<file path="src/rtl/lsu_pkg.sv">
`default_nettype none
// ============================================================================
//  Module   : lsu_pkg
//  Purpose  : Shared constants and helpers for the load/store unit.
//  Revision : 1.0  initial release
// ============================================================================
package lsu_pkg;

    localparam logic [1:0] SZ_B = 2'b00;
    localparam logic [1:0] SZ_H = 2'b01;
    localparam logic [1:0] SZ_W = 2'b10;

    localparam int              ST_W     = 2;
    localparam logic [ST_W-1:0] ST_IDLE  = 2'd0;
    localparam logic [ST_W-1:0] ST_BEAT0 = 2'd1;
    localparam logic [ST_W-1:0] ST_BEAT1 = 2'd2;
    localparam logic [ST_W-1:0] ST_RESP  = 2'd3;

    // Byte enables across two consecutive words, lowest word in [3:0].
    function automatic logic [7:0] lane_mask(input logic [1:0] size, input logic [1:0] off);
        logic [7:0] base;
        case (size)
            SZ_B:    base = 8'h01;
            SZ_H:    base = 8'h03;
            SZ_W:    base = 8'h0F;
            default: base = 8'h00;
        endcase
        return base << off;
    endfunction

    function automatic logic is_misaligned(input logic [1:0] size, input logic [1:0] off);
        return ((size == SZ_H) && (off == 2'd3)) || ((size == SZ_W) && (off != 2'd0));
    endfunction

endpackage
`default_nettype wire

</file>
<file path="src/rtl/lsu_align.sv">
`default_nettype none
// ============================================================================
//  Module   : lsu_align
//  Purpose  : Store lane positioning/strobes and load extraction/extension.
//  Revision : 1.0  initial release
// ============================================================================
module lsu_align
    import lsu_pkg::*;
(
    input  logic [2:0]  funct3,
    input  logic [1:0]  off,
    input  logic        hi,
    input  logic [31:0] wdata,
    input  logic [31:0] rd0,
    input  logic [23:0] rd1,
    output logic [3:0]  wstrb,
    output logic [31:0] wdata_lane,
    output logic [31:0] load_data
);

    logic [7:0]  w_mask;
    logic [63:0] w_wdata64;
    logic [31:0] w_word;
    logic        w_sign;

    always_comb begin
        w_mask     = lane_mask(funct3[1:0], off);
        w_wdata64  = {32'h0, wdata} << {off, 3'b000};
        wstrb      = hi ? w_mask[7:4] : w_mask[3:0];
        wdata_lane = hi ? w_wdata64[63:32] : w_wdata64[31:0];

        // The top byte of the second word can never reach the low 32 result bits.
        case (off)
            2'd0:    w_word = rd0;
            2'd1:    w_word = {rd1[7:0],  rd0[31:8]};
            2'd2:    w_word = {rd1[15:0], rd0[31:16]};
            default: w_word = {rd1[23:0], rd0[31:24]};
        endcase

        w_sign = ~funct3[2];
        case (funct3[1:0])
            SZ_B:    load_data = {{24{w_sign & w_word[7]}},  w_word[7:0]};
            SZ_H:    load_data = {{16{w_sign & w_word[15]}}, w_word[15:0]};
            SZ_W:    load_data = w_word;
            default: load_data = 32'h0;
        endcase
    end

endmodule
`default_nettype wire

</file>
<file path="src/rtl/lsu_ctrl.sv">
`default_nettype none
// ============================================================================
//  Module   : lsu_ctrl
//  Purpose  : Load/store unit driving a multi-cycle data memory.
//             LSU_MISALIGN_SPLIT_EN splits misaligned H/W into two word beats.
//  Revision : 1.0  initial release
// ============================================================================
module lsu_ctrl
    import lsu_pkg::*;
#(
    parameter int ADDR_WIDTH = 32,
    parameter int DATA_WIDTH = 32
) (
    input  logic                  clk,
    input  logic                  reset,
    input  logic                  req_valid,
    output logic                  req_ready,
    input  logic                  req_we,
    input  logic [2:0]            req_funct3,
    input  logic [ADDR_WIDTH-1:0] req_addr,
    input  logic [DATA_WIDTH-1:0] req_wdata,
    output logic                  resp_valid,
    output logic [DATA_WIDTH-1:0] resp_rdata,
    output logic                  resp_err,
    output logic                  mem_req,
    output logic                  mem_we,
    output logic [ADDR_WIDTH-1:0] mem_addr,
    output logic [3:0]            mem_wstrb,
    output logic [DATA_WIDTH-1:0] mem_wdata,
    input  logic                  mem_ack,
    input  logic [DATA_WIDTH-1:0] mem_rdata
);

    logic [ST_W-1:0]       state_q, state_d;
    logic                  we_q, we_d;
    logic [2:0]            funct3_q, funct3_d;
    logic [ADDR_WIDTH-1:0] addr_q, addr_d;
    logic [DATA_WIDTH-1:0] wdata_q, wdata_d;
    logic                  err_q, err_d;
    logic [31:0]           rd0_q, rd0_d;

    logic                  w_accept;
    logic                  w_req_mis;
    logic                  w_req_bad;
    logic                  w_hi;
    logic [23:0]           w_rd1;
    logic                  w_in_beat;
    logic [ADDR_WIDTH-1:0] w_word_addr;
    logic [3:0]            w_lane_strb;
    logic [31:0]           w_lane_wdata;
    logic [31:0]           w_load_data;

    assign w_accept    = req_valid && (state_q == ST_IDLE);
    assign w_req_mis   = is_misaligned(req_funct3[1:0], req_addr[1:0]);
    assign w_word_addr = {addr_q[ADDR_WIDTH-1:2], 2'b00};

`ifdef LSU_MISALIGN_SPLIT_EN
    logic        split_q, split_d;
    logic [23:0] rd1_q, rd1_d;

    assign w_req_bad = (req_funct3[1:0] == 2'b11);
    assign w_hi      = (state_q == ST_BEAT1);
    assign w_rd1     = rd1_q;
`else
    assign w_req_bad = (req_funct3[1:0] == 2'b11) || w_req_mis;
    assign w_hi      = 1'b0;
    assign w_rd1     = 24'h0;
`endif

    always_ff @(posedge clk) begin
        if (reset) begin
            state_q <= ST_IDLE;
        end else begin
            state_q <= state_d;
        end
    end

    always_comb begin
        state_d = state_q;
        case (state_q)
            ST_IDLE:  if (req_valid) state_d = w_req_bad ? ST_RESP : ST_BEAT0;
            ST_BEAT0: if (mem_ack) begin
`ifdef LSU_MISALIGN_SPLIT_EN
                state_d = split_q ? ST_BEAT1 : ST_RESP;
`else
                state_d = ST_RESP;
`endif
            end
`ifdef LSU_MISALIGN_SPLIT_EN
            ST_BEAT1: if (mem_ack) state_d = ST_RESP;
`endif
            default:  state_d = ST_IDLE;
        endcase
    end

    always_ff @(posedge clk) begin
        if (reset) begin
            we_q     <= 1'b0;
            funct3_q <= 3'b000;
            addr_q   <= '0;
            wdata_q  <= '0;
            err_q    <= 1'b0;
            rd0_q    <= 32'h0;
`ifdef LSU_MISALIGN_SPLIT_EN
            split_q  <= 1'b0;
            rd1_q    <= 24'h0;
`endif
        end else begin
            we_q     <= we_d;
            funct3_q <= funct3_d;
            addr_q   <= addr_d;
            wdata_q  <= wdata_d;
            err_q    <= err_d;
            rd0_q    <= rd0_d;
`ifdef LSU_MISALIGN_SPLIT_EN
            split_q  <= split_d;
            rd1_q    <= rd1_d;
`endif
        end
    end

    always_comb begin
        we_d     = we_q;
        funct3_d = funct3_q;
        addr_d   = addr_q;
        wdata_d  = wdata_q;
        err_d    = err_q;
        rd0_d    = rd0_q;
`ifdef LSU_MISALIGN_SPLIT_EN
        split_d  = split_q;
        rd1_d    = rd1_q;
`endif
        if (w_accept) begin
            we_d     = req_we;
            funct3_d = req_funct3;
            addr_d   = req_addr;
            wdata_d  = req_wdata;
            err_d    = w_req_bad;
`ifdef LSU_MISALIGN_SPLIT_EN
            split_d  = w_req_mis;
            rd1_d    = 24'h0;
`endif
        end
        if ((state_q == ST_BEAT0) && mem_ack) rd0_d = mem_rdata;
`ifdef LSU_MISALIGN_SPLIT_EN
        if ((state_q == ST_BEAT1) && mem_ack) rd1_d = mem_rdata[23:0];
`endif
    end

    lsu_align u_align (
        .funct3     (funct3_q),
        .off        (addr_q[1:0]),
        .hi         (w_hi),
        .wdata      (wdata_q),
        .rd0        (rd0_q),
        .rd1        (w_rd1),
        .wstrb      (w_lane_strb),
        .wdata_lane (w_lane_wdata),
        .load_data  (w_load_data)
    );

    always_comb begin
        req_ready = (state_q == ST_IDLE);
`ifdef LSU_MISALIGN_SPLIT_EN
        w_in_beat = (state_q == ST_BEAT0) || (state_q == ST_BEAT1);
`else
        w_in_beat = (state_q == ST_BEAT0);
`endif
        mem_req  = w_in_beat;
        mem_we   = w_in_beat && we_q;
        mem_addr = '0;
        if (state_q == ST_BEAT0) mem_addr = w_word_addr;
`ifdef LSU_MISALIGN_SPLIT_EN
        if (state_q == ST_BEAT1) mem_addr = w_word_addr + ADDR_WIDTH'(4);
`endif
        mem_wstrb  = mem_we ? w_lane_strb : 4'h0;
        mem_wdata  = mem_we ? w_lane_wdata : '0;
        resp_valid = (state_q == ST_RESP);
        resp_err   = resp_valid && err_q;
        resp_rdata = (resp_valid && !we_q && !err_q) ? w_load_data : '0;
    end

endmodule
`default_nettype wire

</file>
<file path="config.mk">
export PLATFORM = sky130hd
export DESIGN_NAME = lsu_ctrl
export DESIGN_NICKNAME = d
export VERILOG_FILES = /design/src/rtl/lsu_pkg.sv /design/src/rtl/lsu_align.sv /design/src/rtl/lsu_ctrl.sv
export SDC_FILE = /design/constraint.sdc
export NUM_CORES = 1
export LEC_CHECK = 0
export CORE_MARGIN = 4
export CORE_UTILIZATION = 44
export CTS_CLUSTER_SIZE = 25
export DETAILED_ROUTE_END_ITERATION = 16
export GPL_TIMING_DRIVEN = 1
export PLACE_DENSITY = 0.81
export SLEW_MARGIN = 20
export SYNTH_ARGS = -nofsm -noshare
export SYNTH_HDL_FRONTEND = slang
export SYNTH_SLANG_ARGS = --single-unit
</file>
<file path="constraint.sdc">
create_clock -name clk -period 2.3 [get_ports clk]
set_input_delay 0.23 -clock clk [delete_from_list [all_inputs] [get_ports clk]]
set_output_delay 0.23 -clock clk [all_outputs]
set_load 0.02 [all_outputs]
</file>
==> summary.txt <==
Route
  – Final WL: 17,100 microns
  – Via density: between 5 and 6
  – DRC: 0
  – Iter 0 DRT Violations: 355
  – Detailed-route via count: roughly 5,600
  – Pre-Repair DR Iteration Count: 4
  – Final ANT Viol Nets: 0
  – Routed WL per cell: approximately 16 microns

Finish
  – Commonest non-fill, non-tap cells in the layout: 221 x nand2_1, 136 x clkdlybuf4s50_1, 127 x a21oi_1, 99 x dfxtp_1, 53 x buf_4
  – Commonest non-fill, non-tap cell in the layout: nand2_1
  – Final std cells w/o fill: 1,075
  – Layout cell share with drive strength beyond 1: roughly 14%
  – Antenna Diode Count: 0
  – Cell area after layout: approximately 8000 sq um
  – Final Core Density: 68.7%
  – Final net count: 1,036
  – Area growth, synth to finish: 50.5%

Placed design
  – Gpl congestion: 0.908
  – Port Buffers: 206
  – Post-Place Cells: 1,056
  – Post-DP Area: between 7000 and 8000 sq um
  – Hpwl dp: 12,100 microns
  – DP Worst Slack: -0.200 ns

Clocking
  – CTS tree: yes
  – Hold_buf cts: 0
  – Clk buf depth: 2
  – Clock root cell: clkbuf_16
  – Worst-skew pair later-pin latency: between 0.3 and 0.4 ns
  – Clk slew on worst S/H paths: about 0.080 ns
  – CTS Sinks: ~100
  – H-tree depth: 3
  – CTS Buf Count: 9

Min path
  – Hold WC Path Type: primary input to flop
  – Hold Path Cell Cnt: 2
  – Min-Delay Startpoint: reset
  – Hold Path End: wdata_q[22]

Die
  – Die footprint: ~14,000 sq um
  – Die Y: roughly 120 microns
  – Row cnt: 39
  – Chip Width: ~120 microns
  – Initial Utilization: between 40% and 50%
  – IO Count: between 200 and 250
  – Core ar.: 11,600 sq um

Worst setup path
  – WP data arrival: about 2.1 ns
  – R2r endpoint: rd0_q[23]
  – Worst path bufs/invs: 2
  – Crit Path Class: flop to output pin
  – Critical path startpoint category: flop
  – Worst r2r path cells: 7
  – Worst path required time: just over 2 ns
  – Crit-path max cell delay: 0.49 ns
  – Worst-path cell chain: ha_2, or4_4, o21bai_4, buf_6, a211oi_2, buf_4
  – Crit. path cell count: 6
  – R2r setup slk: approximately 0.7 ns
  – CP delay by family, top: simple AND/OR/NAND/NOR gates
  – Slowest CP cell: or4_4
  – FF-to-FF Start: state_q[1]
  – Setup crit end kind: output pin
  – CP Max Fanout: 8

Synth
  – Share of the synthesized area in the top cell type: between 30% and 40%
  – Netlist cell types: 36
  – Synth area leaders: dfxtp_1 39%, nand2_1 16%, a21oi_1 13%, mux2i_1 4.9%, and2_1 4.7%
  – Synth warn: 0
  – Post-synthesis cell count: around 730
  – Netlist Area Pre-Place: roughly 5300 sq um
  – #FFs+latches synth: between 100 and 150
  – Synth area leader: dfxtp_1
  – Mean Syn Cell Area: 7.24 sq um
  – Fraction of the yosys area taken by sequential cells: around 39%

STA
  – Min Hold Slack: about 0.32 ns
  – Max Freq: ~430 MHz
  – Clk_skew: between 0.007 and 0.008 ns
  – Final Max Tran Viols: 0
  – Final WS setup: -0.0177 ns
  – Setup violators final: 1
  – RSZ-0062 raised after global routing: true
  – Final period util: 101%
  – Fin crit period: 2.32 ns
  – Final hold vios: 0
  – Setup TNS: -0.0177 ns

Outcome
  – Failing checks: negative setup slack
  – Status: complete, but fails checks

Global route
  – GRT overflow: 0
  – First-pass GRT wire length: around 27,000 microns
  – Total track usage: a little under a quarter
  – Pin count of the biggest net entering global routing: between 70 and 80
  – Vias in the first global route: approximately 5,400
  – Initial antenna violation count: 0

Power and ir drop
  – Pleak: 3.22 nW
  – Power Dens Cells: 565 nW/um^2
  – Maximum vdd drop: approximately 0.43 mV
  – Power, Total: about 4.5 mW

Job
  – Max Cap Viol: 0
## worst register-to-register path, cell delays in order, from the launching register on
cell,delay (ns)
dfxtp_1,0.31
buf_4,0.15
nor2b_4,0.17
buf_12,0.19
and2_1,0.14
buf_4,0.31
nand2_1,0.12
a21oi_1,0.15
## synth_stat cells
cell type	instances
a211oi_1	30
a211oi_2	1
a211oi_4	1
a21boi_1	1
a21oi_1	137
a22oi_1	1
and2_1	40
and2b_1	1
and3_1	1
buf_1	8
buf_2	15
buf_4	3
clkbuf_1	37
conb_1	1
dfxtp_1	103
ha_1	5
inv_1	5
mux2_2	8
mux2i_1	26
nand2_1	223
nand2b_1	2
nand3b_1	4
nor2_1	38
nor2b_1	19
nor3_1	3
nor3b_1	1
nor3b_2	1
nor4_1	1
nor4bb_1	1
o21ai_0	3
o21bai_4	1
o22ai_1	1
o2bb2ai_1	7
or2_2	1
or3b_1	1
or4_1	1
## final cells by class
cell class | instances | area (sq um)
tap | 143 | 179
fill | 1037 | 3630
timing repair buffer | 246 | 2320
clock buffer | 9 | 225
sequential | 103 | 2070
clock inverter | 7 | 91.3
multi-input combinational | 562 | 3070
inverter | 5 | 18.8
## worst max path at each step
stage / from / endpoint
after global routing: funct3_q[0] / resp_rdata[0]
final: funct3_q[0] / resp_rdata[4]
after CTS: funct3_q[0] / resp_rdata[4]
after floorplan: funct3_q[0] / resp_rdata[0]
after detailed placement: funct3_q[0] / resp_rdata[16]
after global placement: funct3_q[0] / resp_rdata[27]
## power by group
| part | total, mW | switching, mW | internal [mW] |
|---|---|---|---|
| sequential | 1.98 | 0.0850 | 1.90 |
| combinational | 0.925 | 0.481 | 0.444 |
| clock | 1.60 | 0.733 | 0.871 |
## per-layer routing
| metal | share of wire [%] | wire, microns | vias to the layer above | GRT usage (%) |
|---|---|---|---|---|
| met5 | 0 | 0 | - | 0 |
| met4 | 3.2 | 554 | 0 | 9.01 |
| met3 | 8.8 | 1490 | 41 | 9.51 |
| met2 | 46 | 7810 | 206 | 37.8 |
| met1 | 42 | 7200 | 2571 | 28.7 |
| li1 | - | - | 2815 | - |
## cell families after synthesis
group           share of synthesized area [%]
compound gates                           20.0
other cells                            0.0707
mux                                      6.61
flops                                    38.9
fa+ha+maj                                1.18
simple gates                             27.9
buf+inv                                  5.38
## registers in the layout, summed over array words and instances, names as in the netlist
name and cells:
wdata_q 32, state_q 2, addr_q 32, funct3_q 3, we_q 1, err_q 1, rd0_q 32
## timing repair
action                                  4_1_cts  5_1_grt
pin swaps                                     3        3
gates resized for setup                     182       54
buffers inserted                              3        0
cloned                                        0        0
endpoints found under the setup margin       91       74
(Power assumes the default switching activity.)
